**src/rtl/instr_mem_loader.sv**
```systemverilog
// Byte-stream program loader: parses a framed image (length, data, XOR checksum)
// and writes 16-bit instruction words through the instruction memory write port.
module instr_mem_loader #(
  parameter int PROG_CTR_WID = 10
) (
  input  logic                    clk,
  input  logic                    rst_n,
  input  logic                    start,
  input  logic [7:0]              byte_in,
  input  logic                    byte_valid,
  output logic                    byte_ready,
  output logic                    mem_we,
  output logic [PROG_CTR_WID-1:0] mem_addr,
  output logic [15:0]             mem_wdata,
  output logic                    cpu_hold,
  output logic                    busy,
  output logic                    done,
  output logic                    err,
  output logic [1:0]              err_code,
  output logic [PROG_CTR_WID:0]   words_loaded
);

  typedef enum logic [2:0] {
    S_IDLE, S_LEN_HI, S_LEN_LO, S_DATA_HI, S_DATA_LO, S_CHECK, S_DONE, S_ERR
  } state_t;

  localparam logic [1:0] ERR_LEN = 2'b01;
  localparam logic [1:0] ERR_SUM = 2'b10;

  state_t                r_state, w_next;
  logic [7:0]            r_len_hi;
  logic [15:0]           r_len;
  logic [7:0]            r_hi;
  logic [7:0]            r_xor;
  logic [PROG_CTR_WID:0] r_words;

  logic                  w_xfer;
  logic [15:0]           w_len;
  logic [PROG_CTR_WID:0] w_words_inc;
  logic                  w_len_ovf;
  logic                  w_last_word;
  logic                  w_sum_ok;

  assign w_xfer       = byte_valid & byte_ready;
  assign w_len        = {r_len_hi, byte_in};
  assign w_words_inc  = r_words + 1'b1;
  // A full-depth image (N = 2^PROG_CTR_WID) is legal; only larger counts overflow.
  assign w_len_ovf    = 32'(w_len) > (32'd1 << PROG_CTR_WID);
  assign w_last_word  = 32'(w_words_inc) == 32'(r_len);
  assign w_sum_ok     = byte_in == r_xor;
  assign words_loaded = r_words;

  // NOTE: sequential state uses non-blocking assignments so every register
  // samples the pre-edge values, independent of statement order.
  always_ff @(posedge clk or negedge rst_n) begin
    if (!rst_n) r_state <= S_IDLE;
    else        r_state <= w_next;
  end

  // NOTE: every output of this block gets a default first, so no path leaves
  // a signal unassigned and no latch is inferred.
  always_comb begin
    w_next     = r_state;
    byte_ready = 1'b0;
    busy       = 1'b0;
    cpu_hold   = 1'b1;
    unique case (r_state)
      S_IDLE: begin
        cpu_hold = 1'b0;
        if (start) w_next = S_LEN_HI;
      end
      S_LEN_HI: begin
        byte_ready = 1'b1;
        busy       = 1'b1;
        if (w_xfer) w_next = S_LEN_LO;
      end
      S_LEN_LO: begin
        byte_ready = 1'b1;
        busy       = 1'b1;
        if (w_xfer) begin
          if (w_len_ovf)          w_next = S_ERR;
          else if (w_len == '0)   w_next = S_CHECK;
          else                    w_next = S_DATA_HI;
        end
      end
      S_DATA_HI: begin
        byte_ready = 1'b1;
        busy       = 1'b1;
        if (w_xfer) w_next = S_DATA_LO;
      end
      S_DATA_LO: begin
        byte_ready = 1'b1;
        busy       = 1'b1;
        if (w_xfer) w_next = w_last_word ? S_CHECK : S_DATA_HI;
      end
      S_CHECK: begin
        byte_ready = 1'b1;
        busy       = 1'b1;
        if (w_xfer) w_next = w_sum_ok ? S_DONE : S_ERR;
      end
      S_DONE: begin
        cpu_hold = 1'b0;
        if (start) w_next = S_LEN_HI;
      end
      S_ERR: begin
        if (start) w_next = S_LEN_HI;
      end
      default: w_next = S_IDLE;
    endcase
  end

  always_ff @(posedge clk or negedge rst_n) begin
    if (!rst_n) begin
      r_len_hi  <= '0;
      r_len     <= '0;
      r_hi      <= '0;
      r_xor     <= '0;
      r_words   <= '0;
      mem_we    <= 1'b0;
      mem_addr  <= '0;
      mem_wdata <= '0;
      done      <= 1'b0;
      err       <= 1'b0;
      err_code  <= 2'b00;
    end else begin
      mem_we <= 1'b0;
      unique case (r_state)
        S_IDLE, S_DONE, S_ERR: begin
          if (start) begin
            done     <= 1'b0;
            err      <= 1'b0;
            err_code <= 2'b00;
            r_words  <= '0;
            r_xor    <= '0;
          end
        end
        S_LEN_HI: if (w_xfer) r_len_hi <= byte_in;
        S_LEN_LO: begin
          if (w_xfer) begin
            r_len <= w_len;
            if (w_len_ovf) begin
              err      <= 1'b1;
              err_code <= ERR_LEN;
            end
          end
        end
        S_DATA_HI: begin
          if (w_xfer) begin
            r_hi  <= byte_in;
            r_xor <= r_xor ^ byte_in;
          end
        end
        S_DATA_LO: begin
          if (w_xfer) begin
            mem_we    <= 1'b1;
            mem_addr  <= r_words[PROG_CTR_WID-1:0];
            mem_wdata <= {r_hi, byte_in};
            r_words   <= w_words_inc;
            r_xor     <= r_xor ^ byte_in;
          end
        end
        S_CHECK: begin
          if (w_xfer) begin
            if (w_sum_ok) begin
              done <= 1'b1;
            end else begin
              err      <= 1'b1;
              err_code <= ERR_SUM;
            end
          end
        end
        default: ;
      endcase
    end
  end

endmodule

```
**config.mk**
```make
export PLATFORM = sky130hd
export DESIGN_NAME = instr_mem_loader
export DESIGN_NICKNAME = d
export VERILOG_FILES = /design/src/rtl/instr_mem_loader.sv
export SDC_FILE = /design/constraint.sdc
export NUM_CORES = 1
export LEC_CHECK = 0
export ABC_AREA = 1
export BUFFER_PORTS_ARGS = -buffer_cell sky130_fd_sc_hd__buf_2
export CORE_MARGIN = 2
export CORE_UTILIZATION = 40
export CTS_BUF_LIST = sky130_fd_sc_hd__clkbuf_16
export DETAILED_ROUTE_END_ITERATION = 12
export GPL_TIMING_DRIVEN = 0
export PLACE_DENSITY = 0.66
export SLEW_MARGIN = 10
export SYNTH_ARGS = -nofsm -noshare
export SYNTH_HDL_FRONTEND = slang
export SYNTH_SLANG_ARGS = --single-unit
```
**constraint.sdc**
```tcl
create_clock -name clk -period 2.4 [get_ports clk]
set_input_delay 0.48 -clock clk [delete_from_list [all_inputs] [get_ports clk]]
set_output_delay 0.48 -clock clk [all_outputs]
set_load 0.05 [all_outputs]
```
-- Word level (Yosys, flattened, before mapping)
Index checks and enable logic that the tools add are counted.
W data, S select, Z words.
- $add $sub $neg: 1
- magnitude comparators: 1
- equality and inequality tests: 19
- muxes and demuxes: 36
- bitwise logic cells: 2
- reduce and logical (&&, ||, !) cells: 19
- operators by type and width (cell ; number):
    $mux W3 ; 9
    $mux W11 ; 2
    $pmux W11 S2 ; 1
    $pmux W3 S6 ; 1
    $eq A11 B16 Y1 ; 1
    $gt A16 B11 Y1 const B ; 1
    $logic_not A16 Y1 ; 1
    $mux W8 ; 2
    $ne A2 B2 Y1 const B ; 8
    $pmux W8 S2 ; 1
    $eq A3 B3 Y1 const B ; 4
    $mux W1 ; 12
    $reduce_and A6 Y1 ; 2
    $add A11 B1 Y11 const B ; 1
    $mux W2 ; 5
    $eq A8 B8 Y1 ; 1
    $reduce_and A2 Y1 ; 4
    $xor A8 B8 Y8 ; 1
    $eq A3 B2 Y1 const B ; 2
    $pmux W2 S3 ; 1
    $reduce_and A3 Y1 ; 2
    $reduce_bool A2 Y1 ; 3
    $reduce_or A5 Y1 ; 1
    $ne A2 B1 Y1 const B ; 2
    other kinds (9) ; 10
- flip-flop bits (word level): 85

-- Depth between registers and ports, before layout
- word-level depth: 6
- mapped depth: 15

-- Least setup slack after synthesis
OpenSTA, ideal clock, no wires.
- path type: register to register
- from: register r_words[0] (netlist: words_loaded[0])
- to: register r_state[1]
- setup time: 0.121 ns
- arrival: 1.869 ns
- data required time: 2.279 ns
- path slack: 0.410 ns
- stages on the path, launching flop included: 11
- path buffers: 0
- cell sequence: dfrtp_1 ha_1 nand2_1 nor2_1 nand3_1 nand3_1 nand2_1 nor2_1 nand3_1 nand2_1 a21oi_1
- cells in the longest elaborated chain, start to end: 5
- ends and longest elaborated chain (what ; line ; text):
    start, declared ; 35 ; logic [PROG_CTR_WID:0] r_words;
    start signal, assigned ; 158 ; r_words <= w_words_inc;
    $add A11 B1 Y11 ; 46 ; assign w_words_inc = r_words + 1'b1;
    $eq A11 B16 Y1 ; 49 ; assign w_last_word = 32'(w_words_inc) == 32'(r_len);
    $mux W3 (2 in series) ; 94 ; if (w_xfer) w_next = w_last_word ? S_CHECK : S_DATA_HI;
    $pmux W3 S6 ; 67 ; unique case (r_state)
    end signal, assigned ; 57 ; else r_state <= w_next;
    end, declared ; 30 ; state_t r_state, w_next;
No other way between the ends. The select of a mux whose other input is x is not followed.
A chain may end at the register's enable or synchronous reset.

-- Worst setup path after layout
- from: register r_state[1]
- to: output byte_ready
- cells in the longest elaborated chain, start to end: 3
- elaborated cells between the ends (all ways): 7
- classes of those cells: eq/ne: 5; mux: 1; reduce/logical: 1
- ends and longest elaborated chain (what ; line ; text):
    $eq A3 B3 Y1 (tied with other cells) ; 67 ;
    $reduce_or A5 Y1 (no line) * ; - ;
    $mux W1 * ; 67 ;
    end, declared ; 11 ; output logic byte_ready,
Mark *: on every way between the ends. The rest lies on a longest branch, timed or not.

==> flow_summary.json <==
{
  "layout.cell_area.non_filler_sq_um": 4900,
  "postSynthAreaPerCell_sq_um": 8.37,
  "switching_share_pct": 43.2,
  "timing.final.hold_violations": 0,
  "worstPathCellList": "ha_1 -> inv_1 -> nand2_2 -> buf_4 -> buf_2",
  "max-vdd-ir-drop_mv": 0.656,
  "synth-edff-count": 0,
  "psw_uw": 2670,
  "critical_path.slowest_cell": "dfrtp_1",
  "number_of_global_route_vias_before_repair": 3384,
  "grt.overflow.total": 0,
  "async_flop_share_pct": 100,
  "postCtsResizedCells": 0,
  "clk_latency_ns": 0.34,
  "mostFrequentLayoutCells": "nand2_1, dfrtp_1, buf_2, inv_1, o21ai_0",
  "postPlaceCellArea_sq_um": 4610,
  "starting_density_of_the_core_pct": 40.5,
  "routed_wire_length_per_instance_microns": 13.9,
  "finish.net_count": 575,
  "comb_power_share_pct": 42.9,
  "setup_slack_ns": 0.324,
  "timing.fmax_mhz": 482,
  "tritoncts_clock_tree": "yes",
  "timing.final.max_slew_violations": 0,
  "detail-route-antenna-nets": 0,
  "relSlewSlack_pct": 70.4,
  "fin_hold_ws_ns": 0.0906,
  "synth_nets": 507,
  "setup_viol": 0,
  "dpl_worst_slack_ns": 0.405,
  "cp.buffers_inverters": 3,
  "dr.first_iter.drc_count": 139,
  "totalWireLength_microns": 9760,
  "detail_route.first_pass.iterations": 5,
  "power_density_over_the_cells_nw_per_um2": 1260,
  "number_of_buffers_created_by_cts": 9,
  "nFillCells": 1048,
  "rsz0062_at_grt": "no",
  "worstSetupPathType": "reg -> out",
  "slowest_delay_ns": 0.46,
  "finalSetupTns_ns": 0,
  "final.setup_skew_ns": 0.00814,
  "post_cts_hold_buffer_count": 0,
  "antennaDiodeCount": 0,
  "maxCapViolCount": 0,
  "critical_path_required_ns": 1.92,
  "tightestPinTransition_ns": 0.444,
  "port-buffer-count": 56,
  "fp.coreArea_sq_um": 10200,
  "seq_power_share_pct": 35.1,
  "cts.path.max_buffers": 2,
  "row_count": 37,
  "cell_at_the_root_of_the_clock_tree": "clkbuf_16",
  "ys.flop_type": "dfrtp_1",
  "critPathLaunchType": "register",
  "h-tree-depth": 3,
  "critical_path.endpoint_type": "output pin",
  "ys_ff_latch": 85,
  "cp.arrival_ns": 1.60,
  "gr-usage-all-layers_pct": 18.7,
  "clkPwrFrac_pct": 22.0,
  "cp_top_family": "flip-flops",
  "post_synth_instance_area_sq_um": 4130,
  "global_route_wire_length_before_repair_microns": 16500,
  "design.die.area_sq_um": 11100,
  "period_needed_ns": 2.08,
  "final.period_utilization_pct": 86.5,
  "post_synth_num_cell_types": 35,
  "drc_errors": 0,
  "syn_to_final_growth_pct": 18.7,
  "commonest_non_fill_non_tap_cell_in_the_layout": "nand2_1",
  "largest_net_degree_at_the_start_of_global_routing": 55,
  "dp_hpwl_microns": 7030,
  "pin_count": 57,
  "overall_die_width_microns": 106,
  "power.leakage_uw": 0.00249,
  "proportion_of_layout_cells_with_a_drive_suffix_above_1_pct": 20.1,
  "worstPathMaxFanout": 7,
  "synth_warnings": 0,
  "clkSlewWorstSetupHoldPaths_ns": 0.06,
  "viasPerCell": 4.91,
  "status": "complete, no violations",
  "vias": 3448,
  "cts_post_setup_buffers_inserted": 0,
  "tritoncts_num_sinks": 85,
  "antenna_found_initial": 0,
  "hold_path.class": "in -> async",
  "post_synth_inst_count": 493,
  "place.gp.congestion": 0.826,
  "fp.dieH_microns": 106,
  "portion_of_the_post_synthesis_area_used_by_sequential_elements_pct": 51.6,
  "p_int_uw": 3510
}
[logic make-up after synthesis]
group | Yosys count | share of synthesized area [%]
flops | 85 | 51.6
fa+ha+maj | 2 | 0.607
buf+inv | 69 | 7.49
xor+xnor | 9 | 2.24
simple gates | 244 | 25.2
mux | 3 | 1.09
compound gates | 81 | 11.8
[area by class of cell]
type | count | area, sq um | area share (%)
flip-flops and latches | 85 | 2130 | 43.4
multi-input cells | 339 | 1690 | 34.5
repair buffers | 57 | 310 | 6.34
clock buffers | 9 | 225 | 4.60
inverters | 56 | 216 | 4.42
well taps | 136 | 170 | 3.47
plain buffers | 13 | 92.6 | 1.89
clock inverters | 7 | 66.3 | 1.35
[stage by stage]
| step | cells | util (%) | power, uW |
|---|---|---|---|
| after global placement | 685 | 44.9 | 4760 |
| after CTS | 702 | 48.1 | 6230 |
| after detailed placement | 686 | 45.2 | 4840 |
| after global routing | 702 | 48.1 | 6610 |
| final | 702 | 48.1 | 6180 |
| after floorplan | 493 | - | 4230 |
[synth_stat cells (5+ instances only)]
library cell | instances | area share, %
dfrtp_1 | 85 | 52
nor2_1 | 36 | 3.3
xor2_1 | 5 | 1.1
nand4_1 | 5 | 0.76
nand3_1 | 31 | 3.8
a21oi_1 | 7 | 0.85
clkbuf_1 | 5 | 0.46
o22ai_1 | 9 | 1.4
o21ai_0 | 45 | 5.5
inv_1 | 49 | 4.5
nand2_1 | 151 | 14
o21ai_2 | 12 | 2.5
o21ai_1 | 5 | 0.61
buf_6 | 5 | 1.4
[sequential cells by signal (all words and copies together), names as in the netlist]
register	count
done	1
words_loaded	11
mem_we	1
r_hi	8
r_len	16
mem_wdata	16
err_code	2
r_len_hi	8
r_state	3
err	1
mem_addr	10
r_xor	8
[power by group through the flow]
stage / sequential (uW) / clock, uW / combinational (uW)
after floorplan: 2560 / 0 / 1660
after global placement: 2170 / 0 / 2590
after detailed placement: 2180 / 0 / 2660
after CTS: 2160 / 1390 / 2670
after global routing: 2230 / 1450 / 2940
final: 2170 / 1360 / 2650
[metal layers]
layer  vias to the layer above  part of all wire, %  global-route usage (%)
li1                       1720                    -                       -
met1                      1645                   47                    24.8
met2                        74                   48                    31.1
met3                         9                  3.7                    4.08
met4                         0                  1.1                    5.36
met5                         -                    0                       0
[worst paths after layout]
check / end / from / cells past startpoint / slack, ns
worst max-delay path: byte_ready / r_state[1] / 5 / 0.32
worst min-delay path: words_loaded[3] / rst_n / 1 / 0.09
worst max register to register: words_loaded[5] / r_state[1] / 8 / 0.37
worst min register to register: mem_wdata[15] / mem_wdata[15] / 2 / 0.47
max in group asynchronous: r_xor[6] / rst_n / 2 / 1.70
min in group clk: mem_wdata[15] / mem_wdata[15] / 2 / 0.47
[worst register-to-register path, cell delays in order, from the launching register on]
cell	delay, ns
dfrtp_1	0.46
ha_1	0.32
inv_1	0.07
nand2_2	0.08
nand2_4	0.10
clkinv_2	0.12
o21ai_2	0.20
clkinv_1	0.34
o32ai_1	0.25
(Power assumes the default switching activity.)
